--- src/rtl/ccr_pkg.sv ---
// Condition code register types shared by the CCR, the ALU and the shadow stack.
// Flag order in a flags_t vector: bit 0 Z, bit 1 N, bit 2 C, bit 3 V.
package ccr_pkg;

    localparam int FLAG_W = 4;
    localparam int FLAG_Z = 0;
    localparam int FLAG_N = 1;
    localparam int FLAG_C = 2;
    localparam int FLAG_V = 3;

    typedef logic [FLAG_W-1:0] flags_t;

    function automatic logic even_par(input flags_t f);
        return ^f;
    endfunction

endpackage

--- src/rtl/ccr_stack_mem.sv ---
// Register file backing the CCR shadow stack.
// One synchronous write port and one combinational read port.
module ccr_stack_mem #(
    parameter int DEPTH = 4,
    parameter int W     = 4
) (
    input  logic                     clk,
    input  logic                     we,
    input  logic [$clog2(DEPTH)-1:0] waddr,
    input  logic [W-1:0]             wdata,
    input  logic [$clog2(DEPTH)-1:0] raddr,
    output logic [W-1:0]             rdata
);

    logic [W-1:0] mem [DEPTH];

    always_ff @(posedge clk) begin
        if (we) begin
            mem[waddr] <= wdata;
        end
    end

    assign rdata = mem[raddr];

endmodule

--- src/rtl/ccr_shadow_stack.sv ---
// LIFO save/restore of the CCR across interrupts and calls.
// Define CCR_SHADOW_PARITY_EN to store and check an even-parity bit per entry.
module ccr_shadow_stack
    import ccr_pkg::*;
#(
    parameter int DEPTH  = 4,
    parameter int FLAG_W = ccr_pkg::FLAG_W
) (
    input  logic                       clk,
    input  logic                       rst,
    input  logic [FLAG_W-1:0]          ccr_in,
    input  logic                       save,
    input  logic                       restore,
    output logic [FLAG_W-1:0]          ccr_out,
    output logic                       ccr_load,
    output logic [$clog2(DEPTH):0]     level,
    output logic                       full,
    output logic                       empty,
    output logic                       overflow_err,
    output logic                       underflow_err
`ifdef CCR_SHADOW_PARITY_EN
    ,
    output logic                       parity_err
`endif
);

    localparam int AW = $clog2(DEPTH);
    localparam int LW = AW + 1;
`ifdef CCR_SHADOW_PARITY_EN
    localparam int EW = FLAG_W + 1;
`else
    localparam int EW = FLAG_W;
`endif

    logic          we;
    logic [AW-1:0] waddr;
    logic [AW-1:0] raddr;
    logic [EW-1:0] wdata;
    logic [EW-1:0] rdata;
    logic          pop;

    assign empty = (level == '0);
    assign full  = (level == LW'(DEPTH));
    assign pop   = restore && !empty;
    assign raddr = AW'(level - LW'(1));

`ifdef CCR_SHADOW_PARITY_EN
    assign wdata = {even_par(ccr_in), ccr_in};
`else
    assign wdata = ccr_in;
`endif

    // A swap overwrites the top entry; a plain push writes one above it.
    always_comb begin
        we    = 1'b0;
        waddr = AW'(level);
        if (save && restore && !empty) begin
            we    = 1'b1;
            waddr = raddr;
        end else if (save && !restore && !full) begin
            we = 1'b1;
        end
    end

    ccr_stack_mem #(
        .DEPTH (DEPTH),
        .W     (EW)
    ) u_mem (
        .clk   (clk),
        .we    (we),
        .waddr (waddr),
        .wdata (wdata),
        .raddr (raddr),
        .rdata (rdata)
    );

    always_ff @(posedge clk or posedge rst) begin
        if (rst) begin
            level         <= '0;
            ccr_out       <= '0;
            ccr_load      <= 1'b0;
            overflow_err  <= 1'b0;
            underflow_err <= 1'b0;
        end else begin
            ccr_load <= 1'b0;
            case ({save, restore})
                2'b11: begin
                    ccr_load <= 1'b1;
                    ccr_out  <= empty ? ccr_in : rdata[FLAG_W-1:0];
                end
                2'b10: begin
                    if (full) overflow_err <= 1'b1;
                    else      level        <= level + LW'(1);
                end
                2'b01: begin
                    if (empty) begin
                        underflow_err <= 1'b1;
                    end else begin
                        ccr_load <= 1'b1;
                        ccr_out  <= rdata[FLAG_W-1:0];
                        level    <= level - LW'(1);
                    end
                end
                default: ;
            endcase
        end
    end

`ifdef CCR_SHADOW_PARITY_EN
    always_ff @(posedge clk or posedge rst) begin
        if (rst) begin
            parity_err <= 1'b0;
        end else if (pop && (^rdata)) begin
            parity_err <= 1'b1;
        end
    end
`endif

endmodule
--- config.mk ---
export PLATFORM = sky130hd
export DESIGN_NAME = ccr_shadow_stack
export DESIGN_NICKNAME = d
export VERILOG_FILES = /design/src/rtl/ccr_pkg.sv /design/src/rtl/ccr_stack_mem.sv /design/src/rtl/ccr_shadow_stack.sv
export SDC_FILE = /design/constraint.sdc
export NUM_CORES = 1
export LEC_CHECK = 0
export ABC_AREA = 1
export BUFFER_PORTS_ARGS = -buffer_cell sky130_fd_sc_hd__buf_4
export CAP_MARGIN = 10
export CORE_UTILIZATION = 55
export DETAILED_ROUTE_END_ITERATION = 6
export PLACE_DENSITY_LB_ADDON = 0.25
export SLEW_MARGIN = 20
export SYNTH_ARGS = -nofsm -noshare
export SYNTH_HDL_FRONTEND = slang
export SYNTH_SLANG_ARGS = --single-unit
--- constraint.sdc ---
create_clock -name clk -period 3.2 [get_ports clk]
set_input_delay 0.48 -clock clk [delete_from_list [all_inputs] [get_ports clk]]
set_output_delay 0.48 -clock clk [all_outputs]
set_load 0.05 [all_outputs]
# After elaboration in Yosys (flattened, before gate mapping)
# Memory sizes are Yosys's and may differ from the RTL's.
# Cells that the tools add are included.
# Widths: inputs -> output; s select.
# totals
regBits,10
mem_bits_rw,16
input_bits,8
output_inout_bits,12
elab_cells,41
memories,1
# op_classes
addsub,2
n_eq_ne,6
n_mux,13
reduce_logical,14
# mem_list
name,depth,width,read_ports,rd_clocked_by_memory_dff,wr,line_no,rtl
u_mem.mem,4,4,1,0,1,ccr_stack_mem.sv:15,logic [W-1:0] mem [DEPTH];
# ops
op,count
$mux 4,2
$pmux 4 s2,1
$mux 3,2
$pmux 3 s2,1
$reduce_and 2->1,3
$mux 1,5
$eq 2x2->1 const B,2
$logic_and 1x1->1,4
$ne 2x2->1 const B,2
$reduce_bool 2->1,2
$add 3x1->3 const B,1
$eq 3x3->1 const B,1
$logic_not 1->1,3
$logic_not 3->1,1
$reduce_and 3->1,1
$sub 3x1->3 const B,1
$eq 2x1->1 const B,1
$mux 2,1
$pmux 1 s2,1

# Depth between registers and ports, before layout
# depth
depth_word,7
depth_mapped,9
ltp_nobuf,9

# Cells and area by module
# From an unflattened synthesis, not the netlist that was laid out.
# hier_totals
cells_unflattened,160
area_unflattened_um2,1371.3
# modules_own_cells
module,n_inst,cells_each,area_each_um2,seq_area_each_um2
ccr_stack_mem,1,70,708.2,480.5
ccr_shadow_stack,1,90,663.1,250.2

# Worst setup path after synthesis
# OpenSTA, ideal clock, no wires.
# synth_path
path_kind,flip-flop to flip-flop
startpoint,register level[0]
endpoint,memory u_mem.mem[2][0] (enable)
setup_time_ps,329
t_arrival_ps,1938
required_time_ps,2871
setup_slack_ps,933
path_stages_with_launch,6
n_path_buf,0
period_less_slack_ps,2267
cell_sequence,dfrtp_1 -> clkinv_1 -> ha_1 -> inv_1 -> o21ai_0 -> nor2_1
# synth_via
elab_chain_len,7
elab_cells_between_ends,12
classes_between,1 x add/sub; 1 x eq/ne; 5 x mux; 5 x reduce/logical
# synth_rtl
item,line_no,rtl
"start, declared",ccr_shadow_stack.sv:16,"output logic [$clog2(DEPTH):0] level,"
"start signal, assigned",ccr_shadow_stack.sv:93,else level <= level + LW'(1);
"start signal, assigned",ccr_shadow_stack.sv:101,level <= level - LW'(1);
$eq 3x3->1,ccr_shadow_stack.sv:43,assign full = (level == LW'(DEPTH));
$logic_not 1->1,ccr_shadow_stack.sv:60,end else if (save && !restore && !full) begin
$logic_and 1x1->1,ccr_shadow_stack.sv:60,
$mux 1,ccr_shadow_stack.sv:60,
$mux 1,ccr_shadow_stack.sv:57,if (save && restore && !empty) begin
$mux 1,ccr_stack_mem.sv:18,if (we) begin
$mux 1 (not written as such),ccr_stack_mem.sv:19,mem[waddr] <= wdata;
"end, declared",ccr_stack_mem.sv:15,
# Parallel ways exist; a longest one is shown, timed or not.

# Worst setup path after layout
# layout_path
startpoint,register level[0]
endpoint,output port full
# layout_via
elab_chain_len,1
# layout_rtl
item,line_no,rtl
$eq 3x3->1,ccr_shadow_stack.sv:43,
"end, declared",ccr_shadow_stack.sv:17,"output logic full,"
# No other way between the ends.

==> flow_metrics.py <==
metrics = {
    "floorplan": {
        "die_w_um": 49.7,
        "core.rowCount": 16,
        "die-area_um2": 2470,
        "die_h_um": 49.7,
        "ios": 20,
        "core_um2": 2040,
        "start_util_pct": 61.4,
    },
    "hold_path": {
        "hold_class": "in -> async",
    },
    "synth": {
        "syn_inst": 141,
        "synth_seq_cells": 26,
        "synth_edf_count": 16,
        "ys_seq_area_share_pct": 58.3,
        "synth_compound_area_share_pct": 2.50,
        "ys_top_cells_by_count": "nand2_1, edfxtp_1, nand3_1, inv_1, nor2_1",
        "yosys.area.top_type_share_pct": 38.3,
        "synth-adder-area-share_pct": 2.99,
        "yosysUniqueCellTypes": 19,
        "netlist_top_cells_area": "edfxtp_1, dfrtp_1, nand2_1, nand3_1, inv_1",
        "synth_top_family_by_area": "simple AND/OR/NAND/NOR gates",
        "synth_warnings": 0,
        "syn-cell-area_um2": 1250,
        "synth_most_common_cell": "nand2_1",
        "yosys.area_share.simple_pct": 30.9,
        "avgSynthCellArea_um2": 8.89,
        "ys_async_sr_fraction_pct": 38.5,
        "synth_top_area_cell": "edfxtp_1",
        "syn_nets": 152,
        "synthXorXnorAreaFrac_pct": 0.699,
        "synthMuxAreaShare_pct": 0,
        "ys_dominant_reg_cell": "edfxtp_1",
    },
    "worst_setup_path": {
        "startpoint_type": "flip-flop",
        "path_buf_inv": 3,
        "endpoint_kind": "primary output",
        "r2r_slack_ns": 0.62,
        "cp_max_fo": 13,
        "cp_slowest_cell": "dfrtp_1",
        "path_cells": "clkinv_1, ha_1, nand2_1, inv_1, buf_4",
        "worst_ep_required_time_ns": 2.72,
        "critPathKind": "reg -> out",
        "reg2reg_to": "u_mem.mem[3][0]",
        "timing.rr.start": "level[0]",
        "slowest_delay_ns": 0.62,
        "cp.arrival_ns": 2.10,
        "ff2ff_path_depth": 5,
        "crit_family": "buffers and inverters",
    },
    "clock_tree": {
        "cts_resized": 0,
        "cts_sinks": 26,
        "clk_path_buf_depth": 2,
        "numCtsBuffers": 3,
        "path_clk_slew_ns": 0.15,
        "cts_setup_buffers": 0,
        "cts_tree": "done",
        "ctsHoldBuffers": 0,
        "root_buffer": "clkbuf_4",
        "clkLatencyLatePin_ns": 0.33,
        "htreeDepth": 1,
    },
    "finish": {
        "synthToLayoutAreaGrowth_pct": 17.9,
        "n_fill_cell": 166,
        "nNetsFinal": 175,
        "drive_above_1_share_pct": 19.0,
        "final_util_pct": 72.4,
        "antennaDiodeCount": 0,
    },
    "timing": {
        "drv_slew": 0,
        "setup_viol": 0,
        "final.setup_skew_ns": 0.00793,
        "hold_viol_final": 0,
        "rsz0062_at_grt": "no",
        "maxSlewHeadroom_pct": 72.5,
        "worstMarginPinSlew_ns": 0.412,
        "max_freq_mhz": 388,
        "tns_ns": 0,
        "period_needed_ns": 2.58,
        "holdWs_ns": 0.112,
        "fin_crit_sh_pct": 80.6,
    },
    "flow_run": {
        "maxCapViolCount": 0,
    },
    "pwr": {
        "vdd_ir_drop_max_uv": 833,
        "power.leakage_nw": 0.727,
        "p_per_area_nw_per_um2": 1120,
    },
    "route": {
        "drt_first_pass_iters": 4,
        "viasPerCell": 5.36,
        "routed_wl_um": 2640,
        "drcViolationCount": 0,
        "num_vias": 1019,
        "ant_nets": 0,
        "wl_per_cell_um": 13.9,
        "drt_iter0_drc": 50,
    },
    "place": {
        "dpl.hpwl_um": 1930,
        "place.port_buffers": 19,
        "place_congestion": 0.889,
    },
    "global_routing": {
        "grt_pass1_wl_um": 4310,
        "grt.overflow.total": 0,
        "grt_use_total_pct": 23.6,
        "grt_max_degree": 16,
        "first_global_vias": 978,
        "antenna_found_initial": 0,
    },
    "run_status": {
        "status": "completed",
    },
}
## cell usage in the layout (no fill, tap or decap), types with 3 or more instances in the layout
| master | instances |
|---|---|
| nand3_1 | 13 |
| ha_1 | 3 |
| nand2_1 | 60 |
| inv_1 | 12 |
| buf_4 | 19 |
| edfxtp_1 | 16 |
| nor2_1 | 12 |
| clkbuf_4 | 3 |
| dfrtp_1 | 10 |
## per-stage QoR
step | area (um2) | total power [mW] | instances | setup WS, ns
after floorplan | 1250 | 1.18 | 141 | 0.933
after global placement | 1430 | 1.39 | 186 | 0.846
after detailed placement | 1430 | 1.42 | 186 | 0.703
after CTS | 1480 | 1.65 | 190 | 0.648
after global routing | 1480 | 1.74 | 190 | 0.488
final | 1480 | 1.65 | 190 | 0.622
## cells by family (layout without fill, tap and decap cells)
| logic type | after synthesis | in the layout |
|---|---|---|
| xor+xnor | 1 | 1 |
| fa+ha+maj | 3 | 3 |
| buf+inv | 15 | 37 |
| simple gates | 91 | 91 |
| compound gates | 5 | 5 |
| flops | 26 | 26 |
## state kept, by name, summed over array words and instances (netlist names)
signal	cells
underflow_err	1
level	3
ccr_out	4
u_mem.mem	16
ccr_load	1
overflow_err	1
## how the worst max path moves through the flow
stage               startpoint         endpoint  slack, ns  cells past startpoint
floorplan             level[0]  u_mem.mem[2][0]       0.93                      5
detailed placement    level[0]  u_mem.mem[2][2]       0.70                      5
global route          level[0]  u_mem.mem[3][0]       0.49                      5
CTS                   level[0]             full       0.65                      5
finish                level[0]             full       0.62                      5
global placement      level[0]  u_mem.mem[3][3]       0.85                      5
## worst reg2reg max path, delay by kind of cell, from the launching register on
| kind | cells | cell delay (ns) |
|---|---|---|
| DFF | 1 | 0.62 |
| buffers and inverters | 2 | 0.60 |
| AOI/OAI and AO/OA | 1 | 0.18 |
| adders and majority gates | 1 | 0.50 |
| and+or+nand+nor | 1 | 0.35 |
## routing by layer
layer | track usage, % | vias up | share of wire [%]
li1 | - | 490 | -
met2 | 39.6 | 49 | 49
met1 | 31.1 | 473 | 44
met4 | 9.05 | 0 | 1.5
met3 | 3.09 | 7 | 5.7
met5 | 0 | - | 0
## layout make-up
cell class	count	area, um2	share of cell area (%)
Clock buffer	3	22.5	1.52
Sequential cell	26	731	49.4
Clock inverter	1	30.0	2.03
Timing Repair Buffer	19	143	9.65
Multi-Input combinational cell	100	465	31.5
Tap cell	27	33.8	2.29
Inverter	14	52.6	3.56
## where the power goes
part	internal [mW]	switching (mW)	leakage, nW
combinational	0.261	0.630	0.435
clock	0.127	0.100	0.0279
sequential	0.461	0.0734	0.264
total	0.849	0.803	0.727
No activity file was read; power rests on OpenSTA's default activity.
